### src/rtl/alu_mul_seq.sv
// Sequential 16x16 unsigned multiplier (low 16 bits) built on a single shared 16-bit ALU.
// Shift-and-add: one ADD and one DBL cycle per multiplier bit, then a one-cycle DONE.

module alu16 (
  input  logic [15:0] x_i,
  input  logic [15:0] y_i,
  input  logic        zx_i,
  input  logic        nx_i,
  input  logic        zy_i,
  input  logic        ny_i,
  input  logic        f_i,
  input  logic        no_i,
  output logic [15:0] out_o,
  output logic        zr_o,
  output logic        ng_o
);
  logic [15:0] x_z, x_n, y_z, y_n, f_out;

  always_comb begin
    x_z   = zx_i ? 16'h0000 : x_i;
    x_n   = nx_i ? ~x_z : x_z;
    y_z   = zy_i ? 16'h0000 : y_i;
    y_n   = ny_i ? ~y_z : y_z;
    f_out = f_i ? (x_n + y_n) : (x_n & y_n);
    out_o = no_i ? ~f_out : f_out;
    zr_o  = (out_o == 16'h0000);
    ng_o  = out_o[15];
  end
endmodule

module alu_mul_seq #(
  parameter bit EARLY_EXIT = 1'b0
) (
  input  logic        clk_i,
  input  logic        rst_ni,
  input  logic        start_i,
  input  logic [15:0] a_i,
  input  logic [15:0] b_i,
  output logic        busy_o,
  output logic        done_o,
  output logic [15:0] product_o,
  output logic        ovf_o,
  output logic        zr_o,
  output logic        ng_o
);
  localparam logic [1:0] StIdle = 2'd0;
  localparam logic [1:0] StAdd  = 2'd1;
  localparam logic [1:0] StDbl  = 2'd2;
  localparam logic [1:0] StDone = 2'd3;

  logic [1:0]  state_q, state_d;
  logic [15:0] acc_q, acc_d;
  logic [15:0] mcand_q, mcand_d;
  logic [15:0] mplier_q, mplier_d;
  // Thermometer count: bit k set once k+1 doublings are done, so no incrementer is needed.
  logic [15:0] count_q, count_d;
  logic        lost_q, lost_d;
  logic        ovf_int_q, ovf_int_d;
  logic [15:0] product_q, product_d;
  logic        ovf_q, ovf_d, zr_q, zr_d, ng_q, ng_d;

  logic [15:0] alu_x, alu_y, alu_out;
  logic        alu_zy, alu_zr, alu_ng;
  logic        last_bit;

  alu16 u_alu (
    .x_i   (alu_x),
    .y_i   (alu_y),
    .zx_i  (1'b0),
    .nx_i  (1'b0),
    .zy_i  (alu_zy),
    .ny_i  (1'b0),
    .f_i   (1'b1),
    .no_i  (1'b0),
    .out_o (alu_out),
    .zr_o  (alu_zr),
    .ng_o  (alu_ng)
  );

  // ADD: acc+mcand, DBL: mcand+mcand, DONE: pass acc through for the flags.
  always_comb begin
    alu_x  = acc_q;
    alu_y  = mcand_q;
    alu_zy = 1'b0;
    case (state_q)
      StDbl:   alu_x  = mcand_q;
      StDone:  alu_zy = 1'b1;
      default: ;
    endcase
  end

  assign last_bit = count_q[14] || (EARLY_EXIT && (mplier_q[15:1] == 15'h0000));

  always_comb begin
    state_d   = state_q;
    acc_d     = acc_q;
    mcand_d   = mcand_q;
    mplier_d  = mplier_q;
    count_d   = count_q;
    lost_d    = lost_q;
    ovf_int_d = ovf_int_q;
    product_d = product_q;
    ovf_d     = ovf_q;
    zr_d      = zr_q;
    ng_d      = ng_q;
    case (state_q)
      StIdle: begin
        if (start_i) begin
          acc_d     = 16'h0000;
          mcand_d   = a_i;
          mplier_d  = b_i;
          count_d   = 16'h0000;
          lost_d    = 1'b0;
          ovf_int_d = 1'b0;
          state_d   = StAdd;
        end
      end
      StAdd: begin
        if (mplier_q[0]) begin
          acc_d = alu_out;
          // Carry out, or a multiplicand bit already shifted past bit 15, means overflow.
          if ((alu_out < acc_q) || lost_q) ovf_int_d = 1'b1;
        end
        state_d = StDbl;
      end
      StDbl: begin
        mcand_d  = alu_out;
        lost_d   = lost_q | mcand_q[15];
        mplier_d = {1'b0, mplier_q[15:1]};
        count_d  = {count_q[14:0], 1'b1};
        state_d  = last_bit ? StDone : StAdd;
      end
      default: begin
        product_d = acc_q;
        ovf_d     = ovf_int_q;
        zr_d      = alu_zr;
        ng_d      = alu_ng;
        state_d   = StIdle;
      end
    endcase
  end

  always_ff @(posedge clk_i) begin
    if (!rst_ni) begin
      state_q   <= StIdle;
      acc_q     <= 16'h0000;
      mcand_q   <= 16'h0000;
      mplier_q  <= 16'h0000;
      count_q   <= 16'h0000;
      lost_q    <= 1'b0;
      ovf_int_q <= 1'b0;
      product_q <= 16'h0000;
      ovf_q     <= 1'b0;
      zr_q      <= 1'b1;
      ng_q      <= 1'b0;
    end else begin
      state_q   <= state_d;
      acc_q     <= acc_d;
      mcand_q   <= mcand_d;
      mplier_q  <= mplier_d;
      count_q   <= count_d;
      lost_q    <= lost_d;
      ovf_int_q <= ovf_int_d;
      product_q <= product_d;
      ovf_q     <= ovf_d;
      zr_q      <= zr_d;
      ng_q      <= ng_d;
    end
  end

  // During DONE the result is shown straight from acc; the registered copy holds it afterwards.
  always_comb begin
    busy_o    = (state_q != StIdle);
    done_o    = (state_q == StDone);
    product_o = done_o ? acc_q     : product_q;
    ovf_o     = done_o ? ovf_int_q : ovf_q;
    zr_o      = done_o ? alu_zr    : zr_q;
    ng_o      = done_o ? alu_ng    : ng_q;
  end
endmodule
### config.mk
export PLATFORM = sky130hd
export DESIGN_NAME = alu_mul_seq
export DESIGN_NICKNAME = d
export VERILOG_FILES = /design/src/rtl/alu_mul_seq.sv
export SDC_FILE = /design/constraint.sdc
export NUM_CORES = 1
export LEC_CHECK = 0
export ABC_AREA = 0
export BUFFER_PORTS_ARGS = -buffer_cell sky130_fd_sc_hd__buf_2
export CORE_UTILIZATION = 35
export DETAILED_ROUTE_END_ITERATION = 16
export GPL_ROUTABILITY_DRIVEN = 0
export PLACE_DENSITY_LB_ADDON = 0.15
export RECOVER_POWER = 25
export SYNTH_ARGS = -nofsm -noshare
export SYNTH_HDL_FRONTEND = slang
export SYNTH_SLANG_ARGS = --single-unit
### constraint.sdc
create_clock -name clk_i -period 12 [get_ports clk_i]
set_input_delay 1.8 -clock clk_i [delete_from_list [all_inputs] [get_ports clk_i]]
set_output_delay 1.8 -clock clk_i [all_outputs]
set_load 0.01 [all_outputs]
==> results of run 1 <==
-- worst paths after layout --
check / startpoint / end / slack, ps / cells past startpoint
setup / recovery: state_q[1]$_SDFFE_PN0N_ / zr_o / 5720 / 12
hold / removal: alu_y[14]$_SDFFE_PN0P_ / alu_y[14]$_SDFFE_PN0P_ / 470 / 2
setup reg to reg: state_q[1]$_SDFFE_PN0N_ / ovf_int_q$_SDFFE_PN0P_ / 7100 / 14
hold reg to reg: alu_y[14]$_SDFFE_PN0P_ / alu_y[14]$_SDFFE_PN0P_ / 470 / 2
-- cell usage in the layout (no fill, tap or decap), types with 22 or more instances in the layout --
cell type	synthesis	final
a21oi_1	22	22
a22oi_1	30	30
and2_1	38	31
buf_2	3	54
dfxtp_1	86	86
ha_1	30	30
inv_1	22	22
nand2_1	88	88
nor2_1	81	80
o21ai_0	43	43
-- where the power goes --
part,switching [W],internal (W),leakage (nW)
clock network,0.000111,0.000161,0.137
registers,0.00000911,0.000298,0.701
logic,0.0000809,0.0000504,1.50
total,0.000201,0.000509,2.34
-- state kept, by name, indices dropped and copies added (netlist names) --
register	count
ovf_int_q	1
count_q	15
alu_y	16
ng_q	1
state_q	2
zr_q	1
ovf_q	1
mplier_q	16
lost_q	1
acc_q	16
product_q	16
-- synth_stat cells, types with 2 or more instances --
cell type / instances
buf_2: 3
ha_1: 30
or2_2: 3
o21ai_1: 2
xor2_1: 3
o21ai_0: 43
nor3b_1: 2
nor2_1: 81
buf_6: 5
a21o_1: 16
a22oi_1: 30
a211oi_2: 2
and3_1: 3
a2111oi_4: 2
a311oi_1: 20
o21a_1: 5
a31oi_1: 2
a211oi_1: 3
clkbuf_1: 37
nand3_1: 3
nor3_1: 17
dfxtp_1: 86
or3_1: 2
a31o_2: 2
a211o_1: 2
and2_1: 38
nor4_1: 5
nand4_1: 4
inv_1: 22
nand2b_1: 4
o211ai_1: 3
nand2_1: 88
a221o_1: 3
or2b_1: 2
or4_1: 2
nor2b_1: 5
buf_4: 3
a221oi_1: 2
a21oi_1: 22
-- through the flow --
stage / cell area (sq um) / util / setup WS (ps) / hold slack (ps) / instances
4_1_cts: 5650 / 0.404 / 5700 / 473 / 845
2_1_floorplan: 5050 / - / 6620 / 439 / 638
6_report: 5640 / 0.403 / 5720 / 472 / 845
3_3_place_gp: 5370 / 0.384 / 6130 / 456 / 829
5_1_grt: 5640 / 0.403 / 5360 / 491 / 845
3_5_place_dp: 5370 / 0.384 / 6080 / 461 / 829
-- layer usage --
layer | GRT usage | wire [um] | up-vias | share of wire
li1 | - | - | 2301 | -
met1 | 0.265 | 6580 | 2154 | 0.48
met2 | 0.290 | 6070 | 124 | 0.44
met3 | 0.0426 | 826 | 14 | 0.060
met4 | 0.0671 | 265 | 0 | 0.019
met5 | 0 | 0 | - | 0
-- cells by family (layout without fill, tap and decap cells) --
logic type / Yosys count / in the layout / share of synthesized area
flip-flops: 86 / 86 / 0.341
buffers and inverters: 71 / 98 / 0.0631
AO/OA/AOI/OAI: 175 / 175 / 0.252
adder cells (fa/ha/maj): 31 / 31 / 0.0783
XOR/XNOR: 3 / 3 / 0.00520
AND/OR/NAND/NOR: 269 / 269 / 0.254
multiplexers: 3 / 3 / 0.00718
-- area by class of cell --
class,instances,area (sq um),area share
Timing Repair Buffer,59,300,0.0532
Multi-Input combinational cell,481,3030,0.536
Clock buffer,12,236,0.0419
Clock inverter,4,47.5,0.00842
Inverter,23,86.3,0.0153
Tap cell,180,225,0.0399
Sequential cell,86,1720,0.305
-- critical path, cell delays in order (launching register included) --
cell	delay (ps)
dfxtp_1	640
nor2b_4	230
buf_4	550
o21ai_0	290
fa_1	530
a211oi_2	320
nor2_2	110
a211o_1	310
and3b_1	200
or4_1	510
nand4b_4	200
nand2_1	90
buf_2	120
==> impl_metrics.yaml, run 1 <==
synthesis:
  yosysTopAreaCell: "dfxtp_1"
  synth.net_count: 704
  ys_seq_elements: 86
  synthCells: 638
  ys_warn_count: 0
  mappedNetlistArea_sq_um: 5050
  synth_cell_types: 70
  synth.avg_cell_area_sq_um: 7.92
  synth_edf_count: 0
  synth_ff_type: "dfxtp_1"
  synthArstFlopShare: 0
  yosysSeqAreaShare: 0.341
  ys_top_cells_by_area: "dfxtp_1 (34%), ha_1 (7.4%), nand2_1 (6.5%)"
  synth_top_cell_area_share: 0.341
drt:
  wl_per_cell_um: 16.3
  vias: 4593
  drt-vias-per-instance: 5.44
  ant_nets: 0
  first_pass_iters: 5
  routed_wl_um: 13700
  drtIter0Drc: 372
  drc: 0
place:
  io_buffers: 55
  hpwl_um: 9840
grt:
  antenna_found_initial: 0
  grt_max_degree: 70
  overflow: 0
  grt_usage: 0.191
  first_global_vias: 4232
  grt_pass1_wl_um: 22000
clock_tree:
  clock_path_buffers: 2
  clock_latency_ps: 340
  post_cts_buffers: 0
  root_buffer: "clkbuf_16"
  htree_levels: 3
  ctsResizeCount: 0
  cts.sinks: 86
  clkTransAtPathRegs_ps: 60
  holdBufCountCts: 0
  cts_buffers: 9
  cts_tree: "yes"
timing:
  finalSetupViolCount: 0
  finalCritPeriodShare: 0.523
  max_freq_ghz: 0.159
  drv_slew: 65
  slew_headroom: -0.893
  clock_skew_ps: 4.15
  min_period_ps: 6280
  hold_viol: 0
  setup_tns_ps: 0
  grt_setup_unrepaired: "false"
  worst_pin_slew_ps: 2840
floorplan:
  dieArea_sq_um: 14900
  row_count: 43
  design.core.area_sq_um: 14000
  die_y_um: 122
  io_pins: 56
  start_util: 0.361
  die_w_um: 122
critical_path:
  cp-start-kind: "flop"
  worst_ep_required_time_ps: 10200
  path_class: "flop to primary output"
  end_kind: "primary output"
  critPathMaxFanout: 69
  arrival_ps: 4480
finish:
  layout-drive-gt1-share: 0.143
  nets: 726
  diodes: 0
  syn_to_final_growth_pct: 11.7
  fillers: 1480
power_and_ir_drop:
  power_leakage_nw: 2.34
  totalPowerFinal_w: 0.000710
  ir_worst_vdd_v: 0.0000782
  p_per_area_nw_per_um2: 126
worst_hold_path:
  hold_class: "flop to flop"
outcome:
  status: "finished with violations"
  violations: "capacitance limit, slew limit"
run:
  maxCapViolCount: 1
Power figures use the tool's default switching activity.
==> run 2, diff against run 1 <==
==> constraint.sdc (replaced) <==
create_clock -name clk_i -period 5.48 [get_ports clk_i]
set_input_delay 0.822 -clock clk_i [delete_from_list [all_inputs] [get_ports clk_i]]
set_output_delay 0.822 -clock clk_i [all_outputs]
set_load 0.01 [all_outputs]
==> run 2 against run 1 <==
Net effect:
- highest routed layer unchanged
- core utilization increased by 0.16 points
- global-route usage rose by 0.89 points
- critical path type unchanged
- register-to-register slack lost 6200 ps
- cell area grew 0.40%
- routed wire length increased by 2.0%
- worst setup slack lost 5300 ps
- the run still ends with capacitance limit, slew limit left
==> impl_metrics.yaml, run 2 (synthesis results as in run 1) <==
critical_path:
  regToRegEndpoint: "ovf_int_q$_SDFFE_PN0P_"
  path_class: "flop to primary output"
  critPathMaxFanout: 22
  critical_path.max_stage_delay_ps: 660
  worstPathCellList: "nor2b_4 > buf_4 > o21ai_0 > ha_1 > nand4_1 > nor3b_1 > a211oi_1 > o311ai_1 > nor3_1 > nand4b_4 > nand2_1 > buf_2"
  worst_path_max_delay_cell: "dfxtp_1"
  rr_worst_depth: 14
  rrSetupSlack_ps: 920
  setup.worst_path.start: "state_q[1]$_SDFFE_PN0N_"
  worst_ep_required_time_ps: 4660
  rr_startpoint: "state_q[1]$_SDFFE_PN0N_"
  cp-start-kind: "flop"
  end_kind: "primary output"
  arrival_ps: 4260
grt:
  grt_usage: 0.200
  antenna_found_initial: 0
  grt_pass1_wl_um: 22800
  first_global_vias: 4351
  grt_max_degree: 65
  overflow: 0
finish:
  diodes: 0
  layout-drive-gt1-share: 0.146
  layout_common_cells: "nand2_1 (88), dfxtp_1 (86), nor2_1 (80)"
  stdcell_count: 845
  syn_to_final_growth_pct: 12.2
  layout_commonest_cell: "nand2_1"
  nets: 726
clock_tree:
  cts_buffers: 9
  root_buffer: "clkbuf_16"
  clock_path_buffers: 2
  holdBufCountCts: 0
  cts.sinks: 86
  htree_levels: 3
  clock_latency_ps: 350
  cts_tree: "yes"
  clkTransAtPathRegs_ps: 60
  ctsResizeCount: 0
  post_cts_buffers: 0
timing:
  slew_headroom: -0.349
  hold_viol: 0
  min_period_ps: 5080
  setup_tns_ps: 0
  clock_skew_ps: 9.71
  worst_pin_slew_ps: 2020
  finalSetupViolCount: 0
  finalCritPeriodShare: 0.927
  drv_slew: 65
  max_freq_ghz: 0.197
  fin_hold_ws_ps: 465
  grt_setup_unrepaired: "false"
floorplan:
  die_w_um: 122
  die_y_um: 122
  start_util: 0.361
  dieArea_sq_um: 14900
  design.core.area_sq_um: 14000
  io_pins: 56
  row_count: 43
drt:
  first_pass_iters: 4
  drtIter0Drc: 355
  vias: 4578
  drt-vias-per-instance: 5.42
  drc: 0
  wl_per_cell_um: 16.6
  routed_wl_um: 14000
  ant_nets: 0
worst_hold_path:
  holdPathStages: 2
  hold_class: "flop to flop"
  worst_hold_startpoint: "zr_q$_SDFFE_PN1N_"
  min_to: "zr_q$_SDFFE_PN1N_"
place:
  io_buffers: 55
  placedCellCount: 829
  hpwl_um: 10300
power_and_ir_drop:
  p_per_area_nw_per_um2: 279
  power_leakage_nw: 2.35
  ir_worst_vdd_v: 0.000177
outcome:
  violations: "capacitance limit, slew limit"
  status: "finished with violations"
run:
  maxCapViolCount: 1
-- run 2: worst max-delay path: cells and delay by family (launching register included) --
family	cells	cell delay, ps
compound gates	3	820
fa+ha+maj	1	470
buf+inv	2	450
flops	1	660
simple gates	6	1500
-- run 2: layer usage --
| layer | GRT usage | share of wire | vias to the layer above |
|---|---|---|---|
| li1 | - | - | 2298 |
| met1 | 0.273 | 0.49 | 2171 |
| met2 | 0.313 | 0.45 | 94 |
| met3 | 0.0431 | 0.044 | 15 |
| met4 | 0.0640 | 0.016 | 0 |
| met5 | 0 | 0 | - |
-- run 2: area by class of cell --
cell class | count | area, sq um
repair buffers | 59 | 304
well taps | 180 | 225
clock buffers | 13 | 260
inverters | 23 | 86.3
fillers | 1482 | 8320
flip-flops and latches | 86 | 1720
multi-input cells | 481 | 3030
clock inverters | 3 | 42.5
-- run 2: how the worst max path moves through the flow --
stage                       to  slack [ps]  depth (start not counted)
final                     zr_o         400                         12
after floorplan           zr_o        1080                         14
after global placement    zr_o         870                         12
after CTS                 zr_o         410                         12
after detailed placement  zr_o         780                         12
after global routing      zr_o          50                         12
-- run 2: power by group --
part           leakage (nW)  switching, W  internal [W]
sequential            0.701     0.0000204      0.000652
clock                 0.146      0.000244      0.000377
combinational          1.50      0.000177      0.000110
total                  2.35      0.000440       0.00114
-- run 2: metrics by stage --
stage	area (sq um)	utilization	worst slack, ps	total power (W)
2_1_floorplan	5050	-	1080	0.000899
3_3_place_gp	5370	0.384	865	0.000967
3_5_place_dp	5370	0.384	776	0.000970
4_1_cts	5670	0.405	413	0.00159
5_1_grt	5670	0.405	46.7	0.00166
6_report	5670	0.405	402	0.00158
